File: config.mk
export PLATFORM = sky130hd
export DESIGN_NAME = fifo_pkt_reader
export DESIGN_NICKNAME = d
export VERILOG_FILES = /design/src/rtl/fifo_pkt_pkg.sv /design/src/rtl/fifo_pkt_reader_stream_reg_slice.sv /design/src/rtl/fifo_pkt_reader.sv
export SDC_FILE = /design/constraint.sdc
export NUM_CORES = 1
export LEC_CHECK = 0
export ABC_AREA = 0
export BUFFER_PORTS_ARGS = -buffer_cell sky130_fd_sc_hd__clkbuf_2
export CORE_AREA = 2 2 96 98
export CTS_BUF_LIST = sky130_fd_sc_hd__clkbuf_2 sky130_fd_sc_hd__clkbuf_4 sky130_fd_sc_hd__clkbuf_8
export DETAILED_ROUTE_END_ITERATION = 6
export DIE_AREA = 0 0 98 100
export GPL_TIMING_DRIVEN = 1
export HOLD_SLACK_MARGIN = 0.02
export SLEW_MARGIN = 10
export SYNTH_ARGS = -nofsm -noshare
export SYNTH_HDL_FRONTEND = slang
export SYNTH_SLANG_ARGS = --single-unit
File: constraint.sdc
create_clock -name iclk -period 3.4 [get_ports iclk]
set_input_delay 0.85 -clock iclk [delete_from_list [all_inputs] [get_ports iclk]]
set_output_delay 0.85 -clock iclk [all_outputs]
set_load 0.03 [all_outputs]
File: src/rtl/fifo_pkt_pkg.sv
//------------------------------------------------------------------------------
// fifo_pkt_pkg: shared types, default widths and header decode for fifo_pkt_reader
// Rev 1.0
//------------------------------------------------------------------------------
`default_nettype none

package fifo_pkt_pkg;

   typedef enum logic {ST_HDR, ST_PAYLOAD} state_t;

   localparam int DEF_BITS     = 8;
   localparam int DEF_LEN_BITS = 8;
   localparam int DEF_CNT_BITS = 16;
   localparam int HDR_MAX_BITS = 64;

   // Keeps only the low len_bits of a header word; callers narrow the result.
   function automatic logic [HDR_MAX_BITS-1:0] hdr_len(input logic [HDR_MAX_BITS-1:0] word,
                                                       input int len_bits);
      logic [HDR_MAX_BITS-1:0] len;
      len = '0;
      for (int i = 0; i < HDR_MAX_BITS; i++) begin
         if (i < len_bits) len[i] = word[i];
      end
      return len;
   endfunction

endpackage

`default_nettype wire

File: src/rtl/fifo_pkt_reader_stream_reg_slice.sv
//------------------------------------------------------------------------------
// stream_reg_slice: single-entry valid/ready output register with sop/eop framing
// Rev 1.0
//------------------------------------------------------------------------------
`default_nettype none

module stream_reg_slice
   import fifo_pkt_pkg::*;
#(
   parameter int pBITS = DEF_BITS
) (
   input  logic             iclk,
   input  logic             ireset,
   input  logic             load,
   input  logic [pBITS-1:0] load_data,
   input  logic             load_sop,
   input  logic             load_eop,
   input  logic             ready,
   output logic [pBITS-1:0] data,
   output logic             valid,
   output logic             sop,
   output logic             eop,
   output logic             slot_free
);

   // The slot frees in the same cycle the held word is accepted.
   assign slot_free = ~valid | ready;

   always_ff @(posedge iclk or posedge ireset) begin
      if (ireset) begin
         data  <= '0;
         valid <= 1'b0;
         sop   <= 1'b0;
         eop   <= 1'b0;
      end else if (load) begin
         data  <= load_data;
         valid <= 1'b1;
         sop   <= load_sop;
         eop   <= load_eop;
      end else if (slot_free) begin
         valid <= 1'b0;
      end
   end

endmodule

`default_nettype wire

File: src/rtl/fifo_pkt_reader.sv
//------------------------------------------------------------------------------
// fifo_pkt_reader: pops length-prefixed packets from a show-ahead FIFO onto a framed stream
// Rev 1.0
//------------------------------------------------------------------------------
`default_nettype none

module fifo_pkt_reader
   import fifo_pkt_pkg::*;
#(
   parameter int pBITS     = DEF_BITS,
   parameter int pLEN_BITS = DEF_LEN_BITS,
   parameter int pCNT_BITS = DEF_CNT_BITS
) (
   input  logic                 iclk,
   input  logic                 ireset,
   input  logic                 ififo_empty,
   input  logic [pBITS-1:0]     ififo_data,
   output logic                 ofifo_rd,
   output logic [pBITS-1:0]     odata,
   output logic                 ovalid,
   input  logic                 iready,
   output logic                 osop,
   output logic                 oeop,
   output logic                 obusy,
   output logic [pCNT_BITS-1:0] opkt_cnt,
   output logic [pCNT_BITS-1:0] ozero_cnt
);

   generate
      if (pLEN_BITS > pBITS) begin : g_len_check
         $error("fifo_pkt_reader: pLEN_BITS must not exceed pBITS");
      end
      if (pBITS > HDR_MAX_BITS) begin : g_width_check
         $error("fifo_pkt_reader: pBITS exceeds HDR_MAX_BITS");
      end
   endgenerate

   state_t               state, state_nxt;
   logic [pLEN_BITS-1:0] rem;
   logic                 first;
   logic [pLEN_BITS-1:0] len;
   logic                 rd;
   logic                 load;
   logic                 slot_free;
   logic                 last_word;

   assign len       = pLEN_BITS'(hdr_len(HDR_MAX_BITS'(ififo_data), pLEN_BITS));
   assign last_word = (rem == pLEN_BITS'(1));
   assign ofifo_rd  = rd & ~ireset;
   assign obusy     = (state == ST_PAYLOAD);

   always_comb begin
      state_nxt = state;
      rd        = 1'b0;
      load      = 1'b0;
      unique case (state)
         ST_HDR: begin
            // Header pop ignores iready: it never reaches the stream.
            if (!ififo_empty) begin
               rd = 1'b1;
               if (len != '0) state_nxt = ST_PAYLOAD;
            end
         end
         ST_PAYLOAD: begin
            if (!ififo_empty && slot_free) begin
               rd   = 1'b1;
               load = 1'b1;
               if (last_word) state_nxt = ST_HDR;
            end
         end
         default: state_nxt = ST_HDR;
      endcase
   end

   always_ff @(posedge iclk or posedge ireset) begin
      if (ireset) begin
         state     <= ST_HDR;
         rem       <= '0;
         first     <= 1'b0;
         opkt_cnt  <= '0;
         ozero_cnt <= '0;
      end else begin
         state <= state_nxt;
         if (state == ST_HDR && rd) begin
            if (len == '0) begin
               ozero_cnt <= ozero_cnt + pCNT_BITS'(1);
            end else begin
               rem   <= len;
               first <= 1'b1;
            end
         end
         if (load) begin
            rem   <= rem - pLEN_BITS'(1);
            first <= 1'b0;
         end
         if (ovalid && iready && oeop) opkt_cnt <= opkt_cnt + pCNT_BITS'(1);
      end
   end

   stream_reg_slice #(
      .pBITS (pBITS)
   ) u_out (
      .iclk      (iclk),
      .ireset    (ireset),
      .load      (load),
      .load_data (ififo_data),
      .load_sop  (first),
      .load_eop  (last_word),
      .ready     (iready),
      .data      (odata),
      .valid     (ovalid),
      .sop       (osop),
      .eop       (oeop),
      .slot_free (slot_free)
   );

endmodule

`default_nettype wire

== Word-level counts from Yosys, hierarchy flattened ==
Cells that the tools add are included.
W data, S select, Z words.
Word-level totals
  logic and storage cells: 47
  register bits after elaboration: 53
  input port bits: 12
  output and inout bits: 45
Operators by class
  reduce and logical (&&, ||, !) cells: 11
  bitwise operators: 5
  add/subtract/negate cells: 3
  eq/ne operators: 2
  muxes and demuxes: 17
Operator list (number)
  $add A16 B1 Y16 const B: 2
  $mux W8: 3
  $mux W1: 12
  $eq A8 B1 Y1 const B: 1
  $logic_not A8 Y1: 1
  $reduce_bool A8 Y1: 1
  $sub A8 B1 Y8 const B: 1
  $logic_and A1 B1 Y1: 4
  $pmux W1 S2: 2
  $reduce_and A2 Y1: 2
  $reduce_bool A2 Y1: 2
  $not A1 Y1: 3
  $ne A2 B2 Y1 const B: 1
  $and A1 B1 Y1: 1
  $logic_not A1 Y1: 1
  $or A1 B1 Y1: 1

== Longest topological paths before layout ==
  word-level depth: 8
  depth in mapped cells: 6

== Cells and area by module ==
From an unflattened synthesis, not the netlist that was laid out.
Second synthesis, totals
  cells, all modules: 219
  area, all modules: 2539.9 um^2
Modules (own cells, without submodules)
  fifo_pkt_reader: cells an instance 194, instances 1, area each 2090.8 um^2
  stream_reg_slice: cells an instance 25, instances 1, area each 449.2 um^2

== Worst setup path before layout ==
Ideal clock, no wire load.
  path kind: input-to-output
  start: input ireset
  end: output ofifo_rd
  buffers on the path: 0
  cell stages on the path: 2
  path slack: 142 ps
  data required time: 2550 ps
  arrival time: 2408 ps
  cells stage by stage: inv_1 -> and2_1
Between the ends
  cells in the longest elaborated chain, start to end: 2
Ends and longest elaborated chain
  from (decl): line fifo_pkt_reader.sv:15  | input logic ireset,
  $not A1 Y1: line fifo_pkt_reader.sv:49  | assign ofifo_rd = rd & ~ireset;
  $and A1 B1 Y1: line fifo_pkt_reader.sv:49
  to (decl): line fifo_pkt_reader.sv:18  | output logic ofifo_rd,
Every way passes these cells.

== Worst setup path after layout ==
  start: input iready
  end: output ofifo_rd
Between the ends
  cells in the longest elaborated chain, start to end: 5
Ends and longest elaborated chain
  from (decl): line fifo_pkt_reader.sv:21  | input logic iready,
  $or A1 B1 Y1: line fifo_pkt_reader_stream_reg_slice.sv:27  | assign slot_free = ~valid | ready;
  $logic_and A1 B1 Y1: line fifo_pkt_reader.sv:65  | if (!ififo_empty && slot_free) begin
  $mux W1: line fifo_pkt_reader.sv:65
  $pmux W1 S2: line fifo_pkt_reader.sv:56  | unique case (state)
  $and A1 B1 Y1: line fifo_pkt_reader.sv:49
Every way passes these cells.

==> flow_metrics.tcl <==
set metrics [dict create \
    ioPinCount 57 \
    dp_cells 407 \
    place_congestion 0.847 \
    irDropWorstVdd_uv 261 \
    timing.hold.ws_ns 0.477 \
    synth_area_leaders "dfrtp_1 51%, nand2_1 7.6%, xnor2_1 5.1%, xor2_1 4.8%, nand4_1 2.4%" \
    syn_inst 245 \
    path_clk_slew_ns 0.10 \
    cellPowerDensity_mw_per_mm2 490 \
    power_switching_w 0.000481 \
    worst-path-buf-inv 2 \
    required_ns 2.55 \
    design_area_mm2 0.00306 \
    p_clk_share_pct 30.6 \
    ant_nets 0 \
    cts-root-buf "clkbuf_8" \
    power_frac_comb_pct 18.0 \
    crit_slowest_cell "nor2b_1" \
    ys_warn_count 0 \
    rsz0062_at_grt "no" \
    placed_area_mm2 0.00295 \
    r2r-start "ozero_cnt[0]" \
    cp_top_family "simple AND/OR/NAND/NOR gates" \
    cpPeakStageDelay_ns 0.29 \
    fmax_mhz 382 \
    setup_violations 0 \
    slew_headroom_pct 53.3 \
    portBuffers 56 \
    place_hpwl_um 4390 \
    syn_avg_cell_area_um2 10.5 \
    fin_cells 415 \
    drive_above_1_share_pct 27.6 \
    netlist_area_mm2 0.00258 \
    min-delay-start "opkt_cnt[15]" \
    die_x_um 98 \
    area_growth_pct 18.8 \
    grt_pass1_vias 2009 \
    htreeDepth 2 \
    crit_path_cell_trace "clkbuf_2 > nor2b_1 > a21oi_1 > and2_1 > clkbuf_2" \
    remaining_drc_errors 0 \
    cts_buffer_depth 2 \
    postCtsSetupBuffers 0 \
    core_mm2 0.00889 \
    cap_viol_max_count 0 \
    cp-start-kind "input pin" \
    status "complete, no violations" \
    vias_per_cell 4.87 \
    placementRows 35 \
    end_kind "primary output" \
    syn-num-nets 261 \
    holdCritPathClass "reg -> reg" \
    cpMostUsedCell "clkbuf_2" \
    clk_latency_ns 0.32 \
    swShare_pct 32.0 \
    fin_crit_ns 2.62 \
    p_seq_share_pct 51.4 \
    cts.sinks 53 \
    tightest_slew_ns 0.701 \
    grt_pass1_wl_um 9980 \
    die_y_um 100 \
    grt_max_degree 54 \
    antenna_found_initial 0 \
    fin_tns_setup_ns 0 \
    cp.depth 5 \
    ys_ff_latch 53 \
    leakagePower_nw 1.56 \
    ys_types 43 \
    min_period_over_period_pct 77.0 \
    synthArstFlopShare_pct 100 \
    fin_util_pct 34.5 \
    yosys.area.top_type "dfrtp_1" \
    num_vias 2022 \
    reg2regPathDepth 5 \
    grt-ovfl-total 0 \
    synth_top_area_share_pct 51.4 \
    path_max_fanout 5 \
    ys_top_cells_by_count "53 x dfrtp_1, 52 x nand2_1, 15 x xnor2_1" \
    slew_violations 0 \
    wl_um 5910 \
    drt-pass1-iter-count 4 \
    track_usage_pct 12.5 \
    drt_iter0_markers 88 \
    initial_utilization_pct 29.0 \
    startpoint "iready" \
    cts_tree "yes" \
    ys_seq_area_share_pct 51.4 \
    timing_hold_violations_final 0 \
    ctsHoldBuffers 0 \
    cts_inserted_buffers 5 \
    cts_resized 0 \
    die_area_mm2 0.00980 \
    min_delay_path_depth 1 \
    nets 319 \
    critPathKind "in -> out" \
    synth_edf_count 0 \
    power.internal_w 0.00102 \
    synthFlopType "dfrtp_1" \
    yosysMostFrequentCell "dfrtp_1" \
    wl_per_cell_um 14.2 \
    cp_data_arrival_time_ns 1.77 \
    n_antenna_cell 0 \
    skew_ns 0.0183 \
]
path summary, 6_finish.rpt:
kind	endpoint	slack (ns)
max in group asynchronous	opkt_cnt[15]	2.16
max reg2reg	ozero_cnt[14]	1.63
min	opkt_cnt[15]	0.48
min reg2reg	opkt_cnt[15]	0.48
max	ofifo_rd	0.78
min in group asynchronous	ozero_cnt[8]	0.75
power by group through the flow:
stage / Clock [W] / Combinational [W] / Sequential [W]
finish: 0.000459 / 0.000270 / 0.000771
floorplan: 0 / 0.000146 / 0.000817
global route: 0.000495 / 0.000301 / 0.000786
global placement: 0 / 0.000266 / 0.000782
CTS: 0.000468 / 0.000275 / 0.000771
detailed placement: 0 / 0.000274 / 0.000783
kinds of logic (layout without fill, tap and decap cells):
logic type                 after synthesis  after routing  share of synthesized area, %
AOI/OAI and AO/OA                       18             18                          5.39
xor gates and xnor gates                30             30                          10.5
adders and majority gates                4              4                          1.94
buffers and inverters                   13             72                          3.44
DFF                                     53             53                          51.4
muxes                                    2              2                         0.825
and+or+nand+nor                        125            125                          26.5
final cells by class:
type / instances / area (um2)
clock buffers: 5 / 68.8
flip-flops and latches: 53 / 1330
multi-input cells: 179 / 1160
inverters: 6 / 22.5
repair buffers: 58 / 295
well taps: 111 / 139
fillers: 923 / 5830
clock inverters: 3 / 47.5
stage by stage:
| stage | power, W | setup slack (ns) |
|---|---|---|
| 6_report | 0.00150 | 0.784 |
| 5_1_grt | 0.00158 | 0.701 |
| 4_1_cts | 0.00151 | 0.787 |
| 3_5_place_dp | 0.00106 | 0.791 |
| 3_3_place_gp | 0.00105 | 0.800 |
| 2_1_floorplan | 0.000964 | 0.142 |
placed cells by master (no fill, tap or decap), drive strengths merged, types with 3 or more instances in the layout:
cell	netlist	routed
nand4	12	12
xnor2	16	16
nand3	14	14
o21ai	4	4
xor2	14	14
nor3	7	7
and4	3	3
nor2	14	14
inv	6	8
clkbuf	0	61
and2	4	4
ha	4	4
dfrtp	53	53
and3	7	7
a21oi	3	3
nand2	52	52
nor4	3	3
o221a	3	3
per-layer routing:
| metal | share of wire [%] | GRT usage (%) | up-vias | wire length [um] |
|---|---|---|---|---|
| met3 | 4.5 | 3.06 | 4 | 268 |
| li1 | - | - | 960 | - |
| met2 | 49 | 21.3 | 49 | 2870 |
| met4 | 0.54 | 2.78 | 0 | 32 |
| met1 | 46 | 16.3 | 1009 | 2740 |
| met5 | 0 | 0 | - | 0 |
sequential cells by signal, indices dropped and copies added, names as in the netlist:
name and cells:
first 1, opkt_cnt 16, rem 8, u_out.sop 1, obusy 1, u_out.valid 1, u_out.data 8, ozero_cnt 16
u_out.eop 1
No activity file was read; power rests on OpenSTA's default activity.
